`src/rtl/deser_align_seq.sv`:
```
// deser_align_seq
// Bring-up sequencer for the 12-channel TI-ROIC LVDS deserializer.
// A run resets the deserializer, loads an IDELAY tap, waits for the delay
// line to settle, starts word alignment and then collects per-channel
// alignment-done flags. If not every enabled channel aligns within the
// timeout, the tap is stepped and the whole attempt is repeated until the
// tap range runs out.
//
// Ports
//   clk_i          system clock
//   reset_i        synchronous active-high reset
//   start_i        one-cycle start request from the register map
//   ch_enable_i    channels that must align (captured on an accepted start)
//   deser_reset_o  deserializer reset, high for RESET_CYC cycles per attempt
//   dly_tap_ld_o   one-cycle IDELAY tap load strobe
//   dly_tap_in_o   tap value, valid while dly_tap_ld_o is high
//   align_start_o  one-cycle word-alignment start pulse
//   align_done_i   per-channel alignment-done levels
//   align_shift_i  per-channel shift, channel i at [i*SHIFT_W +: SHIFT_W]
//   shift_cap_o    shifts captured at success (disabled channels read 0)
//   locked_tap_o   tap in use at success
//   busy_o         run in progress
//   seq_done_o     success level
//   seq_fail_o     failure level
//   fail_mask_o    enabled channels not done at the final timeout
//   attempt_cnt_o  attempts made in the current/last run, saturating at 15
//   state_out_o    FSM state for register readback
module deser_align_seq #(
  parameter int NUM_CH        = 12,
  parameter int SHIFT_W       = 5,
  parameter int TAP_W         = 5,
  parameter int TAP_INIT      = 0,
  parameter int TAP_STEP      = 2,
  parameter int TAP_MAX       = 31,
  parameter int RESET_CYC     = 16,
  parameter int SETTLE_CYC    = 8,
  parameter int ALIGN_TIMEOUT = 4096
) (
  input  logic                      clk_i,
  input  logic                      reset_i,
  input  logic                      start_i,
  input  logic [NUM_CH-1:0]         ch_enable_i,
  output logic                      deser_reset_o,
  output logic                      dly_tap_ld_o,
  output logic [TAP_W-1:0]          dly_tap_in_o,
  output logic                      align_start_o,
  input  logic [NUM_CH-1:0]         align_done_i,
  input  logic [NUM_CH*SHIFT_W-1:0] align_shift_i,
  output logic [NUM_CH*SHIFT_W-1:0] shift_cap_o,
  output logic [TAP_W-1:0]          locked_tap_o,
  output logic                      busy_o,
  output logic                      seq_done_o,
  output logic                      seq_fail_o,
  output logic [NUM_CH-1:0]         fail_mask_o,
  output logic [3:0]                attempt_cnt_o,
  output logic [2:0]                state_out_o
);

  // One shared counter serves the reset hold, the settle wait and the
  // alignment timeout; 16 bits covers the largest timeout of 65535.
  localparam int CNT_W = 16;
  localparam int TAP_X = TAP_W + 1;
  localparam logic [CNT_W-1:0] RST_LAST    = CNT_W'(RESET_CYC - 1);
  localparam logic [CNT_W-1:0] SETTLE_LAST = CNT_W'(SETTLE_CYC - 1);
  localparam logic [CNT_W-1:0] WAIT_LAST   = CNT_W'(ALIGN_TIMEOUT - 1);
  localparam logic [CNT_W-1:0] CNT_ONE     = CNT_W'(1);
  localparam logic [TAP_X-1:0] TAP_STEP_X  = TAP_X'(TAP_STEP);
  localparam logic [TAP_X-1:0] TAP_MAX_X   = TAP_X'(TAP_MAX);
  localparam logic [TAP_W-1:0] TAP_INIT_V  = TAP_W'(TAP_INIT);

  typedef enum logic [2:0] {
    S_IDLE   = 3'd0,
    S_RST    = 3'd1,
    S_LOAD   = 3'd2,
    S_SETTLE = 3'd3,
    S_ALIGN  = 3'd4,
    S_WAIT   = 3'd5,
    S_DONE   = 3'd6,
    S_FAIL   = 3'd7
  } state_e;

  state_e                    state_q, state_d;
  logic [CNT_W-1:0]          cnt_q, cnt_d;
  logic [TAP_W-1:0]          tap_q, tap_d;
  logic [TAP_W-1:0]          locked_tap_q, locked_tap_d;
  logic [NUM_CH-1:0]         mask_q, mask_d;
  logic [NUM_CH-1:0]         fail_mask_q, fail_mask_d;
  logic [NUM_CH*SHIFT_W-1:0] shift_cap_q, shift_cap_d;
  logic [3:0]                attempt_q, attempt_d;

  logic [NUM_CH*SHIFT_W-1:0] shift_masked;
  logic                      all_aligned;
  logic [TAP_X-1:0]          tap_next;

  // Only enabled channels contribute a shift; the rest capture as zero.
  for (genvar gi = 0; gi < NUM_CH; gi++) begin : g_shift_mask
    assign shift_masked[gi*SHIFT_W +: SHIFT_W] =
      mask_q[gi] ? align_shift_i[gi*SHIFT_W +: SHIFT_W] : '0;
  end

  // All enabled channels must be high in the same cycle.
  assign all_aligned = ((align_done_i & mask_q) == mask_q);
  // One extra bit so a step past TAP_MAX is seen instead of wrapping.
  assign tap_next    = {1'b0, tap_q} + TAP_STEP_X;

  always_comb begin
    state_d      = state_q;
    cnt_d        = cnt_q;
    tap_d        = tap_q;
    locked_tap_d = locked_tap_q;
    mask_d       = mask_q;
    fail_mask_d  = fail_mask_q;
    shift_cap_d  = shift_cap_q;
    attempt_d    = attempt_q;

    case (state_q)
      // DONE and FAIL hold their result but accept a new start exactly
      // like IDLE does.
      S_IDLE, S_DONE, S_FAIL: begin
        if (start_i) begin
          fail_mask_d = '0;
          shift_cap_d = '0;
          cnt_d       = '0;
          if (|ch_enable_i) begin
            mask_d    = ch_enable_i;
            tap_d     = TAP_INIT_V;
            attempt_d = 4'd1;
            state_d   = S_RST;
          end else begin
            // Nothing to align: report failure with an empty mask and
            // no attempts made.
            mask_d    = '0;
            attempt_d = 4'd0;
            state_d   = S_FAIL;
          end
        end
      end
      S_RST: begin
        if (cnt_q == RST_LAST) begin
          cnt_d   = '0;
          state_d = S_LOAD;
        end else begin
          cnt_d = cnt_q + CNT_ONE;
        end
      end
      S_LOAD: begin
        cnt_d   = '0;
        state_d = S_SETTLE;
      end
      S_SETTLE: begin
        if (cnt_q == SETTLE_LAST) begin
          cnt_d   = '0;
          state_d = S_ALIGN;
        end else begin
          cnt_d = cnt_q + CNT_ONE;
        end
      end
      S_ALIGN: begin
        cnt_d   = '0;
        state_d = S_WAIT;
      end
      S_WAIT: begin
        // Success is tested first so it wins over a same-cycle timeout.
        if (all_aligned) begin
          shift_cap_d  = shift_masked;
          locked_tap_d = tap_q;
          state_d      = S_DONE;
        end else if (cnt_q == WAIT_LAST) begin
          if (tap_next <= TAP_MAX_X) begin
            tap_d     = tap_next[TAP_W-1:0];
            attempt_d = (attempt_q == 4'hF) ? 4'hF : attempt_q + 4'd1;
            cnt_d     = '0;
            state_d   = S_RST;
          end else begin
            fail_mask_d = mask_q & ~align_done_i;
            state_d     = S_FAIL;
          end
        end else begin
          cnt_d = cnt_q + CNT_ONE;
        end
      end
      default: state_d = S_IDLE;
    endcase
  end

  always_ff @(posedge clk_i) begin
    if (reset_i) begin
      state_q      <= S_IDLE;
      cnt_q        <= '0;
      tap_q        <= TAP_INIT_V;
      locked_tap_q <= '0;
      mask_q       <= '0;
      fail_mask_q  <= '0;
      shift_cap_q  <= '0;
      attempt_q    <= '0;
    end else begin
      state_q      <= state_d;
      cnt_q        <= cnt_d;
      tap_q        <= tap_d;
      locked_tap_q <= locked_tap_d;
      mask_q       <= mask_d;
      fail_mask_q  <= fail_mask_d;
      shift_cap_q  <= shift_cap_d;
      attempt_q    <= attempt_d;
    end
  end

  // Strobes decode straight from the state register so a reset edge
  // drops them immediately.
  assign deser_reset_o = (state_q == S_RST);
  assign dly_tap_ld_o  = (state_q == S_LOAD);
  assign align_start_o = (state_q == S_ALIGN);
  assign busy_o        = (state_q == S_RST) || (state_q == S_LOAD) ||
                         (state_q == S_SETTLE) || (state_q == S_ALIGN) ||
                         (state_q == S_WAIT);
  assign seq_done_o    = (state_q == S_DONE);
  assign seq_fail_o    = (state_q == S_FAIL);
  assign dly_tap_in_o  = tap_q;
  assign locked_tap_o  = locked_tap_q;
  assign shift_cap_o   = shift_cap_q;
  assign fail_mask_o   = fail_mask_q;
  assign attempt_cnt_o = attempt_q;
  assign state_out_o   = state_q;

endmodule

```
`config.mk`:
```
export PLATFORM = sky130hd
export DESIGN_NAME = deser_align_seq
export DESIGN_NICKNAME = d
export VERILOG_FILES = /design/src/rtl/deser_align_seq.sv
export SDC_FILE = /design/constraint.sdc
export NUM_CORES = 1
export LEC_CHECK = 0
export ABC_AREA = 1
export BUFFER_PORTS_ARGS = -buffer_cell sky130_fd_sc_hd__buf_4
export CAP_MARGIN = 20
export CORE_ASPECT_RATIO = 0.9
export CORE_MARGIN = 10
export CORE_UTILIZATION = 53
export CTS_BUF_LIST = sky130_fd_sc_hd__clkbuf_8
export DETAILED_ROUTE_END_ITERATION = 10
export PLACE_DENSITY = 0.81
export RECOVER_POWER = 50
export SLEW_MARGIN = 30
export SYNTH_ARGS = -nofsm -noshare
export SYNTH_HDL_FRONTEND = slang
export SYNTH_SLANG_ARGS = --single-unit
```
`constraint.sdc`:
```
create_clock -name clk_i -period 2.5 [get_ports clk_i]
set_clock_uncertainty 0.2 [all_clocks]
set_input_delay 0.125 -clock clk_i [delete_from_list [all_inputs] [get_ports clk_i]]
set_output_delay 0.125 -clock clk_i [all_outputs]
set_load 0.01 [all_outputs]
```
==> results of run 1 <==
==> through the flow <==
stage | cell area, um2 | utilization [%] | hold slack [ns]
2_1_floorplan | 5658 | - | -0.005934
3_3_place_gp | 7098 | 68.68 | 0.1633
3_5_place_dp | 7098 | 68.68 | 0.1616
4_1_cts | 8346 | 80.75 | 0.05523
5_1_grt | 8013 | 77.53 | 0.1154
6_report | 8013 | 77.53 | 0.06131
==> how the worst min path moves through the flow <==
stage,start,end
3_5_place_dp,ch_enable_i[6],mask_q[6]$_SDFFE_PP0P_
5_1_grt,start_i,mask_q[11]$_SDFFE_PP0P_
4_1_cts,start_i,cnt_q[9]$_SDFFE_PP0P_
2_1_floorplan,reset_i,cnt_q[4]$_SDFFE_PP0P_
3_3_place_gp,ch_enable_i[6],mask_q[6]$_SDFFE_PP0P_
6_report,start_i,cnt_q[9]$_SDFFE_PP0P_
==> registers in the layout (all words and copies together), names as in the netlist <==
name           flops
attempt_cnt_o      4
cnt_q             16
dly_tap_in_o       4
fail_mask_o       12
locked_tap_o       4
mask_q            12
shift_cap_o       60
state_out_o        3
==> power by group through the flow <==
stage	Sequential, mW	Combinational, mW	Clock [mW]
final	2.68	3.68	1.75
after global routing	2.72	4.10	1.85
after CTS	2.66	3.80	1.75
after detailed placement	2.69	3.66	0
after global placement	2.67	3.61	0
after floorplan	2.76	2.29	0
==> critical path, cell delays in order (launching register included) <==
cell,delay (ns)
dfxtp_1,0.48
inv_2,0.12
nand3_2,0.08
nand2_2,0.10
nand2_4,0.13
inv_2,0.08
nor2_8,0.16
nand2_4,0.09
inv_2,0.07
buf_12,0.30
o21ai_0,0.13
a21oi_1,0.23
==> logic make-up after synthesis <==
group                      count (synthesis)  share of synthesized area [%]
AOI/OAI and AO/OA                        168                          15.11
DFF                                      115                          40.72
and+or+nand+nor                          422                          32.60
other                                      1                        0.06632
xor gates and xnor gates                  11                          1.704
buffers and inverters                    120                          9.139
adders and majority gates                  3                         0.6639
==> Yosys cell counts (2+ instances only) <==
library cell  number  area, um2
a21oi_1           76      380.4
a31oi_1            3      18.77
buf_1              2      7.510
buf_2             14      70.07
buf_4              5      37.54
buf_6              4      45.04
clkbuf_1          18      67.56
dfxtp_1          115       2302
ha_1               3      37.54
inv_1             64      240.2
inv_2             12      45.04
nand2_1          152      570.6
nand2_2            4      25.02
nand2_4            3      33.78
nand3_1           63      315.3
nand3_2            3      30.03
nand4_1           15      93.84
nand4_4            2      42.54
nor2_1           163      611.8
nor2_2            10      62.56
nor3_1             2      10.01
o21ai_0           53      265.3
o21ai_1           32      160.2
xnor2_1            2      17.52
xor2_1             9      78.83
==> final cells by class <==
| class | instances | area, um2 | area share [%] |
|---|---|---|---|
| flip-flops and latches | 115 | 2302 | 28.73 |
| well taps | 129 | 161.4 | 2.014 |
| inverters | 77 | 289.0 | 3.607 |
| clock buffers | 21 | 289.0 | 3.607 |
| multi-input cells | 606 | 2841 | 35.46 |
| repair buffers | 280 | 2014 | 25.14 |
| clock inverters | 10 | 107.6 | 1.343 |
| diodes | 3 | 7.507 | 0.09369 |
==> routing by layer <==
metal / track usage (%) / vias up / part of all wire [%]
li1: - / 3242 / -
met3: 11.12 / 80 / 12
met1: 34.37 / 3102 / 39
met5: 0 / - / 0
met4: 13.14 / 0 / 3.7
met2: 43.91 / 454 / 45
==> timing repair <==
action                                 CTS  global route
setup buffers                            0             0
hold buffers                            85             0
endpoints found under the hold margin  101             0
==> flow_metrics.tcl, run 1 <==
set metrics [dict create \
    area_growth_pct 41.71 \
    synth_warnings 0 \
    n_fill_cell 788 \
    arrival_ns 2.45 \
    synth_seq_area_share_pct 40.72 \
    routed_wl_um 22040 \
    synth_seq_cells 115 \
    vias 6878 \
    setup_viol 0 \
    cp-end-kind "flop" \
    period_minus_slack_ns 2.299 \
    async_flop_share_pct 0 \
    pre_cts_slack_ns 0.2683 \
    start_util_pct 54.71 \
    crit_fanout 85 \
    hold_path_class "primary input to flop" \
    clkTransAtPathRegs_ns 0.07 \
    dr.pass1.iters 6 \
    viasPerCell 5.542 \
    holdPathStages 7 \
    synth_edf_count 0 \
    hpwl_um 14080 \
    maxCapViolCount 0 \
    grt_max_degree 86 \
    irDropWorstVdd_uv 832.5 \
    die_y_um 118.0 \
    cts_root_buf "clkbuf_8" \
    final_cells 1241 \
    power_mw 8.111 \
    clock-sinks 115 \
    postCtsResizedCells 0 \
    rsz0062_at_grt "no" \
    syn_area_um2 5654 \
    crit_end "shift_cap_o[33]$_SDFFE_PP0P_" \
    sw_frac_of_total_pct 44.45 \
    finalNetCount 1187 \
    setup.worst_path.start_class "flop" \
    layout_common_cells "nor2_1 (163), nand2_1 (153), dfxtp_1 (115)" \
    die_area_um2 15210 \
    max_freq_mhz 434.9 \
    worstSetupStartpoint "state_out_o[2]$_SDFFE_PP0P_" \
    drive_gt1_share_pct 15.42 \
    rr_worst_depth 11 \
    worstReg2RegEnd "shift_cap_o[33]$_SDFFE_PP0P_" \
    coreArea_um2 10330 \
    clock_path_buffers 2 \
    dp_cells 1122 \
    layout_worst_path_cycle_share_pct 91.97 \
    status "complete, no violations" \
    antenna_left 0 \
    htree_levels 4 \
    slew_viol_final 0 \
    drc 0 \
    combPwrFrac_pct 45.4 \
    final_common_cell "nor2_1" \
    pwr-share-seq_pct 33.0 \
    max_slew_margin_pct 65.82 \
    synth_flop_cell "dfxtp_1" \
    port_buffers 179 \
    numCtsBuffers 17 \
    die_w_um 128.9 \
    synth.avg_cell_area_um2 6.731 \
    routabilityCongestion 0.9451 \
    antenna_found_initial 3 \
    power_density_nw_per_um2 1012 \
    p_leak_nw 3.487 \
    grt_overflow 0 \
    grt_pass1_vias 6743 \
    net-switching-power_mw 3.606 \
    ys_types 36 \
    hold_viol_final 0 \
    p_int_mw 4.506 \
    routedWlPerCell_um 17.76 \
    setup_tns_ns 0 \
    cts_tree "built" \
    fin_ws_ns 0.2006 \
    clk_latency_ns 0.45 \
    drt_iter0_markers 724 \
    cp.required_ns 2.65 \
    grt_first_pass_wirelength_um 35050 \
    clock_power_share_pct 21.6 \
    worstMarginPinSlew_ns 0.5108 \
    r2r-start "state_out_o[2]$_SDFFE_PP0P_" \
    num_rows 35 \
    path_class "flop to flop" \
    ios 182 \
    postSynthCellCount 840 \
    gr-usage-all-layers_pct 28.64 \
    reg2reg_slack_ns 0.20 \
]
(Power assumes the default switching activity.)
==> run 2, diff against run 1 <==
- ABC_AREA: 1 -> 0
- CORE_UTILIZATION: 53 -> 51
- PLACE_DENSITY: 0.81 -> 0.8
==> run 2 against run 1 <==
Against the previous run: the flow now finishes with violations (setup timing); combinational power down 45%; first-iteration DRC count down 7.5%; synthesized area down 11%; via count down 6.2%; flip-flop and latch count unchanged; final cell count down 17%; critical path type unchanged.
==> flow_metrics.tcl, run 2 <==
set metrics [dict create \
    syn_area_um2 5026 \
    irDropWorstVdd_uv 646.6 \
    hpwl_um 12790 \
    cp-end-kind "flop" \
    ios 182 \
    holdPathStages 2 \
    setup.worst_path.start_class "flop" \
    synth_seq_area_share_pct 45.81 \
    async_flop_share_pct 0 \
    grt_pass1_vias 6443 \
    htree_levels 4 \
    period_minus_slack_ns 2.519 \
    postSynthCellCount 614 \
    reg2reg_slack_ns -0.02 \
    arrival_ns 2.69 \
    r2r-start "mask_q[7]$_SDFFE_PP0P_" \
    synth_top_area_share_pct 45.81 \
    routed_wl_um 23370 \
    cts_root_buf "clkbuf_8" \
    die_area_um2 14230 \
    final_cells 1036 \
    synth_area_leaders "dfxtp_1 (46%), a21oi_1 (8.3%), nand4_1 (8.1%)" \
    vias 6455 \
    viasPerCell 6.231 \
    drc 0 \
    place_area_um2 6684 \
    grt_max_degree 56 \
    ys_types 53 \
    violations "setup timing" \
    synth_flop_cell "dfxtp_1" \
    hold_path_class "flop to flop" \
    synth_commonest_cells "dfxtp_1 (115), nand2_1 (92), a21oi_1 (83), nand4_1 (65)" \
    dr.pass1.iters 6 \
    clock_path_buffers 2 \
    cpMostUsedCell "buf_4" \
    antenna_found_initial 1 \
    max_freq_mhz 397.0 \
    yosys.area.top_type "dfxtp_1" \
    path_class "flop to flop" \
    status "complete, but fails checks" \
    antenna_left 0 \
    coreArea_um2 9657 \
    final_cell_area_um2 7776 \
    routedWlPerCell_um 22.56 \
    hp-start "shift_cap_o[50]$_SDFFE_PP0P_" \
    synth.avg_cell_area_um2 8.186 \
    max_slew_margin_pct 60.80 \
    layout_common_cells "buf_4 (128), dfxtp_1 (112), nand2_1 (92)" \
    grt_overflow 0 \
    dp_cells 910 \
    drive_gt1_share_pct 20.79 \
    min_to "shift_cap_o[50]$_SDFFE_PP0P_" \
    numCtsBuffers 17 \
    clkTransAtPathRegs_ns 0.09 \
    pre_cts_slack_ns -0.01017 \
    start_util_pct 52.05 \
    slew_viol_final 0 \
    layout_worst_path_cycle_share_pct 100.8 \
    die_y_um 114.2 \
    rr_worst_depth 9 \
    port_buffers 179 \
    fin_ws_ns -0.01879 \
    synth_edf_count 0 \
    clock-sinks 115 \
    cp_top_family "simple AND/OR/NAND/NOR gates" \
    synth_warnings 0 \
    path_buf_inv 3 \
    drt_iter0_markers 670 \
    cp.required_ns 2.67 \
    largest_reg_flops 60 \
    hold_viol_final 0 \
    power_density_nw_per_um2 764.3 \
    setup_viol 1 \
    clk_latency_ns 0.46 \
    num_rows 34 \
    worstReg2RegEnd "shift_cap_o[25]$_SDFFE_PP0P_" \
    p_leak_nw 3.009 \
    cts_tree "built" \
    area_growth_pct 54.72 \
    gr-usage-all-layers_pct 29.04 \
    synth_seq_cells 115 \
    crit_fanout 13 \
    crit_chain "nor2b_1 > nor4_2 > nand3_1 > buf_4 > a21oi_4 > buf_4 > clkbuf_16 > nand4_1 > a21oi_1" \
    critPathSlowestCell "nor4_2" \
    slowest_delay_ns 0.40 \
    routabilityCongestion 0.8680 \
    synth_most_common_cell "dfxtp_1" \
    worstMarginPinSlew_ns 0.5841 \
    grt_first_pass_wirelength_um 34040 \
    fin_util_pct 80.53 \
    final_common_cell "buf_4" \
    maxCapViolCount 0 \
    die_w_um 124.6 \
    finalNetCount 986 \
]
-- run 2: changes by cell type after synthesis, sizes merged, moves of 20 or more --
cell	delta
nor2	-137
inv	-73
o21ai	-61
nand4	+48
nand2	-67
nand3	-48
clkbuf	+20
-- run 2: cells by family (layout without fill, tap and decap cells) --
group / after synthesis / after routing / synth area share [%]
muxes: 16 / 16 / 3.186
and+or+nand+nor: 278 / 278 / 28.43
adders and majority gates: 3 / 3 / 0.7469
other: 1 / 3 / 0.07461
DFF: 115 / 115 / 45.81
xor gates and xnor gates: 11 / 11 / 1.917
buffers and inverters: 53 / 347 / 4.381
AOI/OAI and AO/OA: 137 / 137 / 15.46
-- run 2: worst max-delay path by stage --
| stage | start | end | slack, ns | cells after the start |
|---|---|---|---|---|
| after floorplan | cnt_q[0]$_SDFFE_PP0P_ | dly_tap_in_o[2]$_SDFFE_PP0P_ | 0.06 | 9 |
| after global placement | cnt_q[1]$_SDFFE_PP0P_ | dly_tap_in_o[1]$_SDFFE_PP0P_ | 0.14 | 8 |
| after detailed placement | cnt_q[1]$_SDFFE_PP0P_ | dly_tap_in_o[2]$_SDFFE_PP0P_ | -0.01 | 8 |
| after CTS | cnt_q[1]$_SDFFE_PP0P_ | dly_tap_in_o[1]$_SDFFE_PP0P_ | 0.06 | 8 |
| after global routing | mask_q[4]$_SDFFE_PP0P_ | shift_cap_o[25]$_SDFFE_PP0P_ | -0.23 | 10 |
| final | mask_q[7]$_SDFFE_PP0P_ | shift_cap_o[25]$_SDFFE_PP0P_ | -0.02 | 9 |
-- run 2: final cells by class --
class,count,area (um2)
multi-input cells,447,2562
repair buffers,312,2308
flip-flops and latches,115,2306
fillers,621,1881
clock buffers,20,275.3
well taps,126,157.7
clock inverters,12,152.6
inverters,3,11.26
diodes,1,2.502
-- run 2: worst register-to-register path, stage by stage, from the launching register on --
cell and delay [ns]:
dfxtp_1 0.39, nor2b_1 0.20, nor4_2 0.40, nand3_1 0.15, buf_4 0.19, a21oi_4 0.14, buf_4 0.18, clkbuf_16 0.19
nand4_1 0.17, a21oi_1 0.23
-- run 2: report_power, final --
group	switching, mW	total, mW	internal, mW
sequential	0.112	2.02	1.91
combinational	1.20	2.02	0.816
clock	0.841	1.90	1.06
-- run 2: per-stage QoR --
stage	total power, mW	hold slack [ns]	TNS, ns
after global routing	6.117	0.2760	-0.6233
after floorplan	2.977	0.06894	0
after CTS	5.608	0.2546	0
final	5.943	0.2530	-0.01879
after detailed placement	3.654	0.1768	-0.01017
after global placement	3.610	0.1703	0
-- run 2: repair_timing --
| item | 4_1_cts | 5_1_grt |
|---|---|---|
| endpoints found under the hold margin | 89 | 0 |
| resized for setup | 1 | 13 |
| pin swaps | 0 | 3 |
| setup buffers | 0 | 2 |
| cloned | 0 | 3 |
| setup endpoints to repair | 1 | 90 |
| hold buffers | 88 | 0 |
-- run 2: routing by layer --
metal	GRT usage, %	routed length [um]	share of wire, %
met4	16.60	1821	7.8
met3	9.491	2598	11
met1	30.59	8039	34
met5	0	0	0
met2	50.49	10910	47
==> run 3, diff against run 2 <==
- SETUP_SLACK_MARGIN: unset -> 0.15
==> run 3 against run 2 <==
Against the previous run: the flow now finishes without violations; largest cell class unchanged; critical path type unchanged; clock power shrank 7%; fmax up 7.0%; die area is the same; final cell count decreased by 0.39%; total power is 3.9% lower; sequential power about the same; worst hold slack got worse by 0.00077 ns; clock-buffer cell count decreased by 2; wire length fell by 11%; sequential share of layout area is 0.12 points higher.
==> flow_metrics.tcl, run 3 (same netlist as run 2, synthesis figures left out) <==
set metrics [dict create \
    arrival_ns 2.51 \
    clk_latency_ns 0.44 \
    rsz0062_at_grt "yes" \
    die_area_um2 14230 \
    start_util_pct 52.05 \
    routabilityCongestion 0.8606 \
    clock_path_buffers 2 \
    final_cells 1032 \
    worstSetupStartpoint "cnt_q[9]$_SDFFE_PP0P_" \
    worstReg2RegEnd "fail_mask_o[5]$_SDFFE_PP0P_" \
    hold_viol_final 0 \
    min_to "shift_cap_o[46]$_SDFFE_PP0P_" \
    clkTransAtPathRegs_ns 0.08 \
    setup_viol 0 \
    numCtsBuffers 17 \
    gr-usage-all-layers_pct 27.29 \
    grt_util_met1_pct 29.41 \
    layout_worst_path_cycle_share_pct 94.20 \
    p_leak_nw 3.002 \
    largest_reg_flops 60 \
    dr.pass1.iters 5 \
    hpwl_um 12330 \
    area_growth_pct 54.27 \
    worstMarginPinSlew_ns 0.5260 \
    cts_root_buf "clkbuf_8" \
    grt_busiest_layer "met2" \
    irDropWorstVdd_uv 679.2 \
    crit_fanout 12 \
    reg2reg_slack_ns 0.14 \
    hold_path_class "flop to flop" \
    layout_common_cells "buf_4 (129), dfxtp_1 (110), nand2_1 (92)" \
    status "complete, no violations" \
    cp.required_ns 2.66 \
    die_y_um 114.2 \
    holdPathStages 2 \
    use_met3_pct 9.306 \
    r2r-start "cnt_q[9]$_SDFFE_PP0P_" \
    setup.worst_path.start_class "flop" \
    finalNetCount 983 \
    coreArea_um2 9657 \
    drive_gt1_share_pct 21.52 \
    hold_ws_ns 0.2522 \
    max_slew_margin_pct 64.61 \
    grt_overflow 0 \
    antenna_found_initial 0 \
    grt_first_pass_wirelength_um 32120 \
    routedWlPerCell_um 20.15 \
    dp_cells 907 \
    grt_pass1_vias 6156 \
    antenna_left 0 \
    drt_iter0_markers 644 \
    power_density_nw_per_um2 736.6 \
    drc 0 \
    ios 182 \
    port_buffers 179 \
    hp-start "shift_cap_o[46]$_SDFFE_PP0P_" \
    final_common_cell "buf_4" \
    routed_wl_um 20790 \
    clock-sinks 115 \
    cp-end-kind "flop" \
    setup_tns_ns 0 \
    maxCapViolCount 0 \
    grt_max_degree 100 \
    htree_levels 4 \
    num_rows 34 \
    period_minus_slack_ns 2.355 \
    use_met2_pct 47.75 \
    die_w_um 124.6 \
    cts_tree "built" \
    max_freq_mhz 424.6 \
    path_class "flop to flop" \
    vias 6148 \
    slew_viol_final 0 \
    insertedDiodeCount 0 \
    viasPerCell 5.957 \
    rr_worst_depth 8 \
]
## run 3: cell count changes in the layout (fill, tap and decap cells not counted), moves of 2 or more
cell / change
dfxtp_1: -2
a21oi_1: +3
buf_6: -2
dfxtp_2: +2
clkbuf_1: -2
a21oi_2: -3
clkbuf_8: -2
dlygate4sd3_1: -2
o21ai_2: +2
## run 3: worst max path at each step
stage                                    end
4_1_cts        attempt_cnt_o[1]$_SDFFE_PP0P_
2_1_floorplan   dly_tap_in_o[2]$_SDFFE_PP0P_
6_report         fail_mask_o[5]$_SDFFE_PP0P_
5_1_grt          fail_mask_o[5]$_SDFFE_PP0P_
3_3_place_gp    dly_tap_in_o[1]$_SDFFE_PP0P_
3_5_place_dp   attempt_cnt_o[1]$_SDFFE_PP0P_
## run 3: area by class of cell
type,instances,area [um2]
Multi-Input combinational cell,447,2594
Sequential cell,115,2308
Timing Repair Buffer,309,2281
Fill cell,679,1903
Clock buffer,18,247.7
Tap cell,126,157.7
Clock inverter,14,153.9
Inverter,3,11.26
## run 3: where the power goes
part	total (mW)	switching, mW	internal (mW)
Clock	1.77	0.848	0.922
Combinational	1.92	1.13	0.797
Sequential	2.02	0.106	1.91
Total	5.71	2.08	3.63
## run 3: what timing repair did
item / in CTS / in global routing
setup endpoints to repair: 52 / 59
pin swaps: 1 / 3
buffers inserted: 1 / 5
gates resized for setup: 12 / 14
hold buffers: 86 / 0
cloned: 0 / 1
hold endpoints to repair: 87 / 0
## run 3: layer usage
metal | share of wire, % | wire length (um)
met5 | 0 | 0
met4 | 4.3 | 887
met2 | 50 | 10340
met1 | 36 | 7519
met3 | 9.8 | 2041
## run 3: worst max-delay path, stage by stage, from the launching register on
cell and delay [ns]:
dfxtp_1 0.38, nand4_1 0.19, nor4_4 0.39, a21oi_2 0.11
buf_4 0.17, nor4b_2 0.24, buf_4 0.24, nand2_1 0.16
a21oi_1 0.20
## run 3: metrics by stage
| step | instance area [um2] | util, % | power [mW] | setup slack, ns |
|---|---|---|---|---|
| 2_1_floorplan | 5030 | - | 2.977 | 0.1752 |
| 3_3_place_gp | 6661 | 68.98 | 3.567 | 0.1356 |
| 3_5_place_dp | 6661 | 68.98 | 3.613 | 0.02290 |
| 4_1_cts | 7976 | 82.60 | 5.510 | 0.1434 |
| 5_1_grt | 7754 | 80.29 | 5.939 | 0.01784 |
| 6_report | 7754 | 80.29 | 5.712 | 0.1450 |
